File: config.mk
export PLATFORM = sky130hd
export DESIGN_NAME = vga_window_fetch
export DESIGN_NICKNAME = d
export VERILOG_FILES = /design/src/rtl/vga_pkg.sv /design/src/rtl/vga_delay_line.sv /design/src/rtl/vga_window_fetch.sv
export SDC_FILE = /design/constraint.sdc
export NUM_CORES = 1
export LEC_CHECK = 0
export CORE_MARGIN = 2
export CORE_UTILIZATION = 42
export DETAILED_ROUTE_END_ITERATION = 8
export MAX_ROUTING_LAYER = met4
export PLACE_DENSITY = 0.78
export SYNTH_ARGS = -nofsm -noshare
export SYNTH_HDL_FRONTEND = slang
export SYNTH_HIERARCHICAL = 1
export SYNTH_SLANG_ARGS = --single-unit
File: constraint.sdc
create_clock -name CLK_40M -period 2.65 [get_ports CLK_40M]
set_input_delay 0.53 -clock CLK_40M [delete_from_list [all_inputs] [get_ports CLK_40M]]
set_output_delay 0.53 -clock CLK_40M [all_outputs]
set_load 0.01 [all_outputs]
File: src/rtl/vga_pkg.sv
// Shared VGA raster constants, RGB565 colours, fetch FSM state type and a span helper.
package vga_pkg;
  localparam int H_ACTIVE = 800;
  localparam int V_ACTIVE = 600;
  localparam int X_W      = 11;
  localparam int Y_W      = 10;

  localparam logic [15:0] BLACK = 16'h0000;
  localparam logic [15:0] WHITE = 16'hFFFF;

  typedef enum logic {
    WAIT_FRAME,
    RUN
  } fetch_state_t;

  function automatic logic in_span(input int v, input int lo, input int hi);
    return (v >= lo) && (v <= hi);
  endfunction
endpackage

File: src/rtl/vga_delay_line.sv
// WIDTH x DEPTH shift register with asynchronous active-high clear.
module vga_delay_line #(
  parameter int unsigned WIDTH = 1,
  parameter int unsigned DEPTH = 2
) (
  input  logic             clk,
  input  logic             rst,
  input  logic [WIDTH-1:0] d,
  output logic [WIDTH-1:0] q
);
  logic [WIDTH-1:0] stage [DEPTH];

  always_ff @(posedge clk or posedge rst) begin
    if (rst) begin
      for (int unsigned i = 0; i < DEPTH; i++) stage[i] <= '0;
    end else begin
      stage[0] <= d;
      for (int unsigned i = 1; i < DEPTH; i++) stage[i] <= stage[i-1];
    end
  end

  assign q = stage[DEPTH-1];
endmodule

File: src/rtl/vga_window_fetch.sv
// Maps raster position onto a linear ROM address for a windowed RGB565 image and
// realigns syncs/DE with ROM data. Optional white frame: define VGA_WINDOW_BORDER_EN.
module vga_window_fetch
  import vga_pkg::*;
#(
  parameter int          IMG_W    = 200,
  parameter int          IMG_H    = 160,
  parameter int          X0       = 300,
  parameter int          Y0       = 220,
  parameter logic [15:0] BG_COLOR = 16'h0000,
  parameter int          ROM_LAT  = 1
) (
  input  logic           CLK_40M,
  input  logic           RST,
  input  logic           DE_IN,
  input  logic           HSYNC_IN,
  input  logic           VSYNC_IN,
  input  logic [X_W-1:0] X_IN,
  input  logic [Y_W-1:0] Y_IN,
  output logic [15:0]    ROM_ADDR,
  input  logic [15:0]    ROM_Q,
  output logic           HSYNC_OUT,
  output logic           VSYNC_OUT,
  output logic           DE_OUT,
  output logic [15:0]    DATA_OUT
);
  localparam int unsigned L = 1 + ROM_LAT;
  // Window is clamped to the visible raster even if misparameterised.
  localparam int X_LAST = (X0 + IMG_W <= H_ACTIVE) ? X0 + IMG_W - 1 : H_ACTIVE - 1;
  localparam int Y_LAST = (Y0 + IMG_H <= V_ACTIVE) ? Y0 + IMG_H - 1 : V_ACTIVE - 1;
  localparam logic [15:0] ADDR_LAST = 16'(IMG_W * IMG_H - 1);

  fetch_state_t state_q, state_d;
  logic         in_win, first, hit, border;
  logic [15:0]  addr_d;
  logic [4:0]   pipe_in, pipe_out;
  logic         de_d, hs_d, vs_d, win_d, border_d;

  assign in_win = DE_IN && in_span(int'(X_IN), X0, X_LAST) && in_span(int'(Y_IN), Y0, Y_LAST);
  assign first  = in_win && (int'(X_IN) == X0) && (int'(Y_IN) == Y0);

  // Until the first top-left pixel after reset the window is masked, so a
  // mid-frame reset shows background instead of a torn image.
  always_comb begin
    state_d = state_q;
    hit     = 1'b0;
    addr_d  = ROM_ADDR;
    unique case (state_q)
      WAIT_FRAME: begin
        if (first) begin
          state_d = RUN;
          hit     = 1'b1;
        end
      end
      RUN:     hit = in_win;
      default: state_d = WAIT_FRAME;
    endcase
    if (first)    addr_d = '0;
    else if (hit) addr_d = (ROM_ADDR == ADDR_LAST) ? '0 : ROM_ADDR + 16'd1;
  end

  always_ff @(posedge CLK_40M or posedge RST) begin
    if (RST) begin
      state_q  <= WAIT_FRAME;
      ROM_ADDR <= '0;
    end else begin
      state_q  <= state_d;
      ROM_ADDR <= addr_d;
    end
  end

`ifdef VGA_WINDOW_BORDER_EN
  logic on_vedge, on_hedge;
  always_comb begin
    on_vedge = ((X0 > 0 && int'(X_IN) == X0 - 1) || int'(X_IN) == X0 + IMG_W)
               && in_span(int'(Y_IN), Y0 - 1, Y0 + IMG_H);
    on_hedge = ((Y0 > 0 && int'(Y_IN) == Y0 - 1) || int'(Y_IN) == Y0 + IMG_H)
               && in_span(int'(X_IN), X0 - 1, X0 + IMG_W);
    border   = DE_IN && (state_q == RUN || first) && (on_vedge || on_hedge);
  end
`else
  assign border = 1'b0;
`endif

  assign pipe_in = {border, hit, VSYNC_IN, HSYNC_IN, DE_IN};

  vga_delay_line #(
    .WIDTH(5),
    .DEPTH(L)
  ) u_dly (
    .clk(CLK_40M),
    .rst(RST),
    .d  (pipe_in),
    .q  (pipe_out)
  );

  assign {border_d, win_d, vs_d, hs_d, de_d} = pipe_out;
  assign HSYNC_OUT = hs_d;
  assign VSYNC_OUT = vs_d;
  assign DE_OUT    = de_d;

  // ROM_Q for a pixel lands in its L-th cycle, so selection uses the delayed flags.
  always_comb begin
    DATA_OUT = BLACK;
    if (de_d) begin
      if (border_d)   DATA_OUT = WHITE;
      else if (win_d) DATA_OUT = ROM_Q;
      else            DATA_OUT = BG_COLOR;
    end
  end
endmodule
==> results of run 1 <==
-- cell usage in the layout (no fill, tap or decap), types with 2 or more instances in the layout --
| cell | n |
|---|---|
| a21o_1 | 3 |
| a21oi_1 | 26 |
| a22o_1 | 4 |
| a41oi_1 | 2 |
| and3_1 | 4 |
| buf_4 | 18 |
| clkbuf_8 | 3 |
| clkdlybuf4s50_1 | 75 |
| dfrtp_1 | 27 |
| inv_1 | 6 |
| nand2_1 | 13 |
| nand3_1 | 9 |
| nand4_1 | 7 |
| nor2_1 | 7 |
| nor2b_1 | 18 |
| nor3_1 | 4 |
| nor4_1 | 4 |
| o21a_1 | 3 |
| o21ai_0 | 6 |
| o31ai_1 | 6 |
| or4_1 | 7 |
| or4_4 | 2 |
-- final cells by class --
class,instances,area (um2),area share
clock inverter,1,5.005,0.001906
inverter,6,22.52,0.008576
multi-input combinational,145,923.4,0.3516
sequential,27,675.6,0.2573
tap,48,60.06,0.02287
timing repair buffer,94,898.4,0.3421
clock buffer,3,41.29,0.01572
-- sequential cells by signal, summed over array words and instances (netlist names) --
signal and cells:
u_dly/stage 5, state_q 1, ROM_ADDR 16, u_dly/q 5
-- repair_timing --
item | in CTS | in global routing
hold endpoints to repair | 0 | 0
endpoints found under the setup margin | 2 | 7
gates cloned | 0 | 0
resized for setup | 2 | 7
hold buffers | 0 | 0
pin swaps | 0 | 4
-- worst paths after layout --
path,to
min reg2reg,u_dly/q[4]
max in group asynchronous,state_q
max,ROM_ADDR[9]
min in group asynchronous,u_dly/q[0]
max reg2reg,ROM_ADDR[9]
min,u_dly/q[4]
-- power by group --
| part | internal, mW | switching (mW) | leakage [nW] | total, mW |
|---|---|---|---|---|
| Clock | 0.105 | 0.131 | 0.0255 | 0.237 |
| Combinational | 0.0967 | 0.0493 | 0.682 | 0.146 |
| Sequential | 0.418 | 0.00772 | 0.343 | 0.425 |
| Total | 0.620 | 0.188 | 1.05 | 0.808 |
-- kinds of logic (layout without fill, tap and decap cells) --
group,after synthesis,count (layout),share of synthesized area
compound gates,58,58,0.2189
fa+ha+maj,1,1,0.007445
buf+inv,22,104,0.06925
flops,27,27,0.4021
mux,1,1,0.006701
other cells,1,1,0.002232
simple gates,84,84,0.2934
-- metal layers --
layer,vias to the layer above,wire length [um]
li1,879,-
met3,8,358
met2,80,2162
met1,827,1986
met5,-,0
met4,0,74
-- critical path: stages --
cell and delay [ns]:
clkdlybuf4s50_1 0.44, or4_4 0.57, or2_1 0.25, or4_4 0.51, and3_4 0.19, a311o_1 0.30
-- cell usage after synthesis, types with 3 or more instances --
cell	count	area (um2)
a21o_1	3	22.52
a21oi_1	27	135.1
a22o_1	4	35.03
and3_1	5	31.28
buf_4	5	37.54
clkbuf_1	9	33.78
dfrtp_1	27	675.7
inv_1	6	22.52
nand2_1	13	48.80
nand3_1	9	45.04
nand4_1	7	43.79
nor2_1	7	26.28
nor2b_1	18	112.6
nor3_1	4	20.02
nor4_1	5	31.28
o21a_1	3	22.52
o21ai_0	6	30.03
o31ai_1	6	45.04
or4_1	7	52.55
-- per-stage QoR --
step | hold WS (ns) | util | power (mW) | area (um2)
final | 0.3530 | 0.7015 | 0.8079 | 2626
after detailed placement | 0.3358 | 0.6791 | 0.5784 | 2542
after floorplan | 0.3312 | - | 0.4754 | 1680
after global placement | 0.3320 | 0.6791 | 0.5743 | 2542
after global routing | 0.3589 | 0.7015 | 0.8458 | 2626
after CTS | 0.3553 | 0.6928 | 0.8121 | 2594
==> metrics.csv, run 1 <==
metric,value,unit
postCtsSetupBuffers,0,
critPathRequiredTime,2.83,ns
endpoint_kind,register,
fillers,322,
yosysWarnings,6,
syn2layout_area_growth,56.29,%
ir_drop,330.2,uV
synth-seq-cells,27,
numCtsBuffers,3,
critPathKind,primary input to register,
timing.rr.start,ROM_ADDR[0],
gp_congestion,0.8321,
crit_start,Y_IN[8],
timing.critical_path.fanout_max,6,
dpl.hpwl,3604,um
synthArstFlopShare,1.000,
syn_area_per_cell,8.662,um2
antenna_found_initial,0,
place_inst,320,
grt_pass1_wl,7458,um
power_density,307.6,mW/mm2
drcViolationCount,0,
vias_per_cell,5.537,
wl_per_cell,14.14,um
diodes,0,
finalMaxSlewViolations,0,
drive_gt1_frac,0.1159,
drt_wl_total,4581,um
grt-busiest-layer,met2,
grt_max_degree,18,
place_ws,-0.3584,ns
start_kind,primary input,
layout.cells.non_filler,324,
root_buffer,clkbuf_8,
cts.path.max_buffers,2,
syn_area,0.001680,mm2
tns,0,ns
grt_util_met1,0.2674,
seq_area_frac_synth,0.4021,
status,completed,
finalHoldViolCount,0,
setup_viol,0,
cts_max_level,1,
cp.arrival,2.80,ns
insertion_delay,0.28,ns
io_pins,77,
first_global_vias,1744,
syn-num-nets,237,
drt_iter0_drc,126,
worstMarginPinSlew,0.6791,ns
vias,1794,
ant_nets,0,
num_rows,22,
post-route-min-period,2.620,ns
ff2ff_path_depth,7,
core_area,0.003744,mm2
grt_overflow,0,
yosysUniqueCellTypes,38,
syn-instance-count,194,
hold_path_class,register to register,
ys.flop_type,dfrtp_1,
finalClockSkew,0.01430,ns
p_leak,1.051,nW
slew_headroom,0.5468,
synth_edf_count,0,
cts_tree,yes,
track_usage,0.2189,
rrSetupSlack,0.53,ns
hold_depth,0,
finalCritPeriodShare,0.9887,
worstHoldStart,u_dly/stage[9],
setup_slack,0.02987,ns
start_util,0.4489,
use_met3,0.03333,
die-width,67.25,um
die_y,67.25,um
io_buffers,76,
clk_pin_slew_worst_paths,0.10,ns
max_freq,381.7,MHz
cap_violations,0,
fin_nets,320,
drt_first_pass_iters,4,
grt_util_met2,0.3663,
clock-sinks,27,
fp.dieArea,0.004523,mm2
Power figures use the tool's default switching activity.
==> inputs of run 2 (changes only) <==
--- a/config.mk
+++ b/config.mk
@@ -5,7 +5,6 @@
 export SDC_FILE = /design/constraint.sdc
 export NUM_CORES = 1
 export LEC_CHECK = 0
-export CORE_MARGIN = 2
 export CORE_UTILIZATION = 42
 export DETAILED_ROUTE_END_ITERATION = 8
 export MAX_ROUTING_LAYER = met4
==> run 2 against run 1 <==
Clock skew decreased by 0.0050 ns; global-route usage is 0.55 points higher; critical path depth shrank 1; worst setup slack better by 0.026 ns; largest cell class unchanged; critical endpoint unchanged.
==> metrics.csv, run 2 (same netlist as run 1, synthesis figures left out) <==
metric,value,unit,change
finalHoldViolCount,0,,unchanged
p_sw,0.1801,mW,-4.2%
timing.critical_path.fanout_max,6,,unchanged
ir_drop,179.2,uV,-46%
rsz0062_at_grt,yes,,
power_frac_comb,0.178,,-0.003
finalMaxSlewViolations,0,,unchanged
cap_violations,0,,unchanged
ant_nets,0,,unchanged
cts_hold_buf,0,,unchanged
hold_path_class,register to register,,
finalCritPeriodShare,0.9790,,-0.009678
finalClockSkew,0.009307,ns,-0.004993 ns
syn2layout_area_growth,55.32,%,
cp.arrival,2.75,ns,-0.05 ns
largest_reg_flops,16,,unchanged
die-width,65.25,um,-3.0%
track_usage,0.2244,,+0.005511
grt_util_met1,0.2959,,+0.02856
drt_wl_total,4456,um,-2.7%
start_util,0.4489,,unchanged
p_clk_frac,0.292,,about the same
drcViolationCount,0,,unchanged
p_leak,1.031,nW,-1.9%
max_freq,385.4,MHz,+0.99%
use_met3,0.03819,,+0.004861
vias,1811,,+0.95%
core_area,0.003744,mm2,unchanged
worst_path_max_delay_cell,or4b_2,,
totalPowerFinal,0.8010,mW,-0.86%
fin_nets,318,,-0.63%
worst-path-buf-inv,1,,unchanged
cp_top_family,simple AND/OR/NAND/NOR gates,,
insertion_delay,0.27,ns,about the same
cts_max_level,1,,unchanged
cts.path.max_buffers,2,,unchanged
first_global_vias,1605,,-8.0%
p_int,0.6209,mW,+0.16%
dpl.hpwl,3404,um,-5.6%
endpoint_kind,register,,
grt_overflow,0,,unchanged
drive_gt1_frac,0.1095,,-0.006453
postCtsSetupBuffers,0,,unchanged
mostFrequentLayoutCell,clkdlybuf4s50_1,,
post-route-min-period,2.594,ns,-0.02565 ns
critPathRequiredTime,2.80,ns,-0.03 ns
start_kind,primary input,,
status,completed,,
regMostFlops,ROM_ADDR,,
grt_max_degree,18,,unchanged
cts_tree,yes,,
worstMarginPinSlew,0.7094,ns,+0.03038 ns
fp.dieArea,0.004258,mm2,-5.9%
antenna_found_initial,0,,unchanged
setup_slack,0.05552,ns,+0.02565 ns
clk_pin_slew_worst_paths,0.08,ns,-0.02 ns
fillers,305,,-5.3%
vias_per_cell,5.624,,+1.6%
final_cell_mix,"clkdlybuf4s50_1 (75), dfrtp_1 (27), a21oi_1 (26)",,
max_stage_delay,0.72,ns,+0.15 ns
num_rows,22,,unchanged
switching_share,0.2248,,-0.007925
drt_iter0_drc,127,,+0.79%
place_ws,-0.3586,ns,-0.0002230 ns
wl_per_cell,13.84,um,-2.1%
drt_first_pass_iters,4,,unchanged
die_y,65.25,um,-3.0%
power_density,306.9,mW/mm2,-0.24%
grt_pass1_wl,7238,um,-2.9%
setup_viol,0,,unchanged
grt_util_met2,0.3518,,-0.01453
clock-sinks,27,,unchanged
pwr-share-seq,0.531,,+0.004
diodes,0,,unchanged
slew_headroom,0.5265,,-0.02028
io_pins,77,,unchanged
critPathKind,primary input to register,,
numCtsBuffers,3,,unchanged
grt-busiest-layer,met2,,
gp_congestion,0.8679,,+4.3%
root_buffer,clkbuf_8,,
io_buffers,76,,unchanged
crit_chain,clkdlybuf4s50_1 -> or4b_2 -> or4_4 -> and3_4 -> a311o_1,,
run 2: changes by cell type in the layout (fill, tap and decap cells not counted), sizes merged:
cell,previous run,this run
buf,18,16
clkbuf,3,4
clkinv,1,0
run 2: power by group through the flow:
stage	Sequential (mW)	Clock [mW]	Combinational, mW
2_1_floorplan	0.427	0	0.0484
3_3_place_gp	0.433	0	0.140
3_5_place_dp	0.433	0	0.142
4_1_cts	0.425	0.233	0.143
5_1_grt	0.426	0.253	0.155
6_report	0.425	0.234	0.142
run 2: path summary, 6_finish.rpt:
kind                                startpoint             end  slack [ns]  depth (start not counted)
worst max register to register     ROM_ADDR[0]     ROM_ADDR[9]        0.43                          7
worst min-delay path            u_dly/stage[6]      u_dly/q[1]        0.35                          0
min in group asynchronous                  RST  u_dly/stage[5]        0.54                          2
worst max-delay path                   Y_IN[9]     ROM_ADDR[9]        0.06                          5
max in group asynchronous                  RST     ROM_ADDR[1]        1.51                          2
worst min register to register  u_dly/stage[6]      u_dly/q[1]        0.35                          0
run 2: metrics by stage:
stage	util	hold WS, ns	instances	instance area (um2)	TNS, ns
after floorplan	-	0.3312	194	1680	0
after global placement	0.6751	0.3316	318	2527	-3.225
after detailed placement	0.6751	0.3347	318	2527	-4.037
after CTS	0.6912	0.3540	322	2587	0
after global routing	0.6972	0.3592	322	2610	-0.003593
final	0.6972	0.3524	322	2610	0
run 2: repair_timing:
item,4_1_cts,5_1_grt
endpoints found under the setup margin,8,7
gates resized for setup,4,6
pin swaps,1,2
run 2: layout make-up:
type	count	area, um2	area share
Clock buffer	4	45.04	0.01726
Tap cell	48	60.06	0.02301
Timing Repair Buffer	92	887.1	0.3399
Multi-Input combinational cell	145	919.6	0.3523
Inverter	6	22.52	0.008629
Sequential cell	27	675.6	0.2589
run 2: metal layers:
metal	routed length (um)	vias to the layer above
li1	-	880
met1	1947	827
met2	2048	97
met3	400	7
met4	59	0
met5	0	-
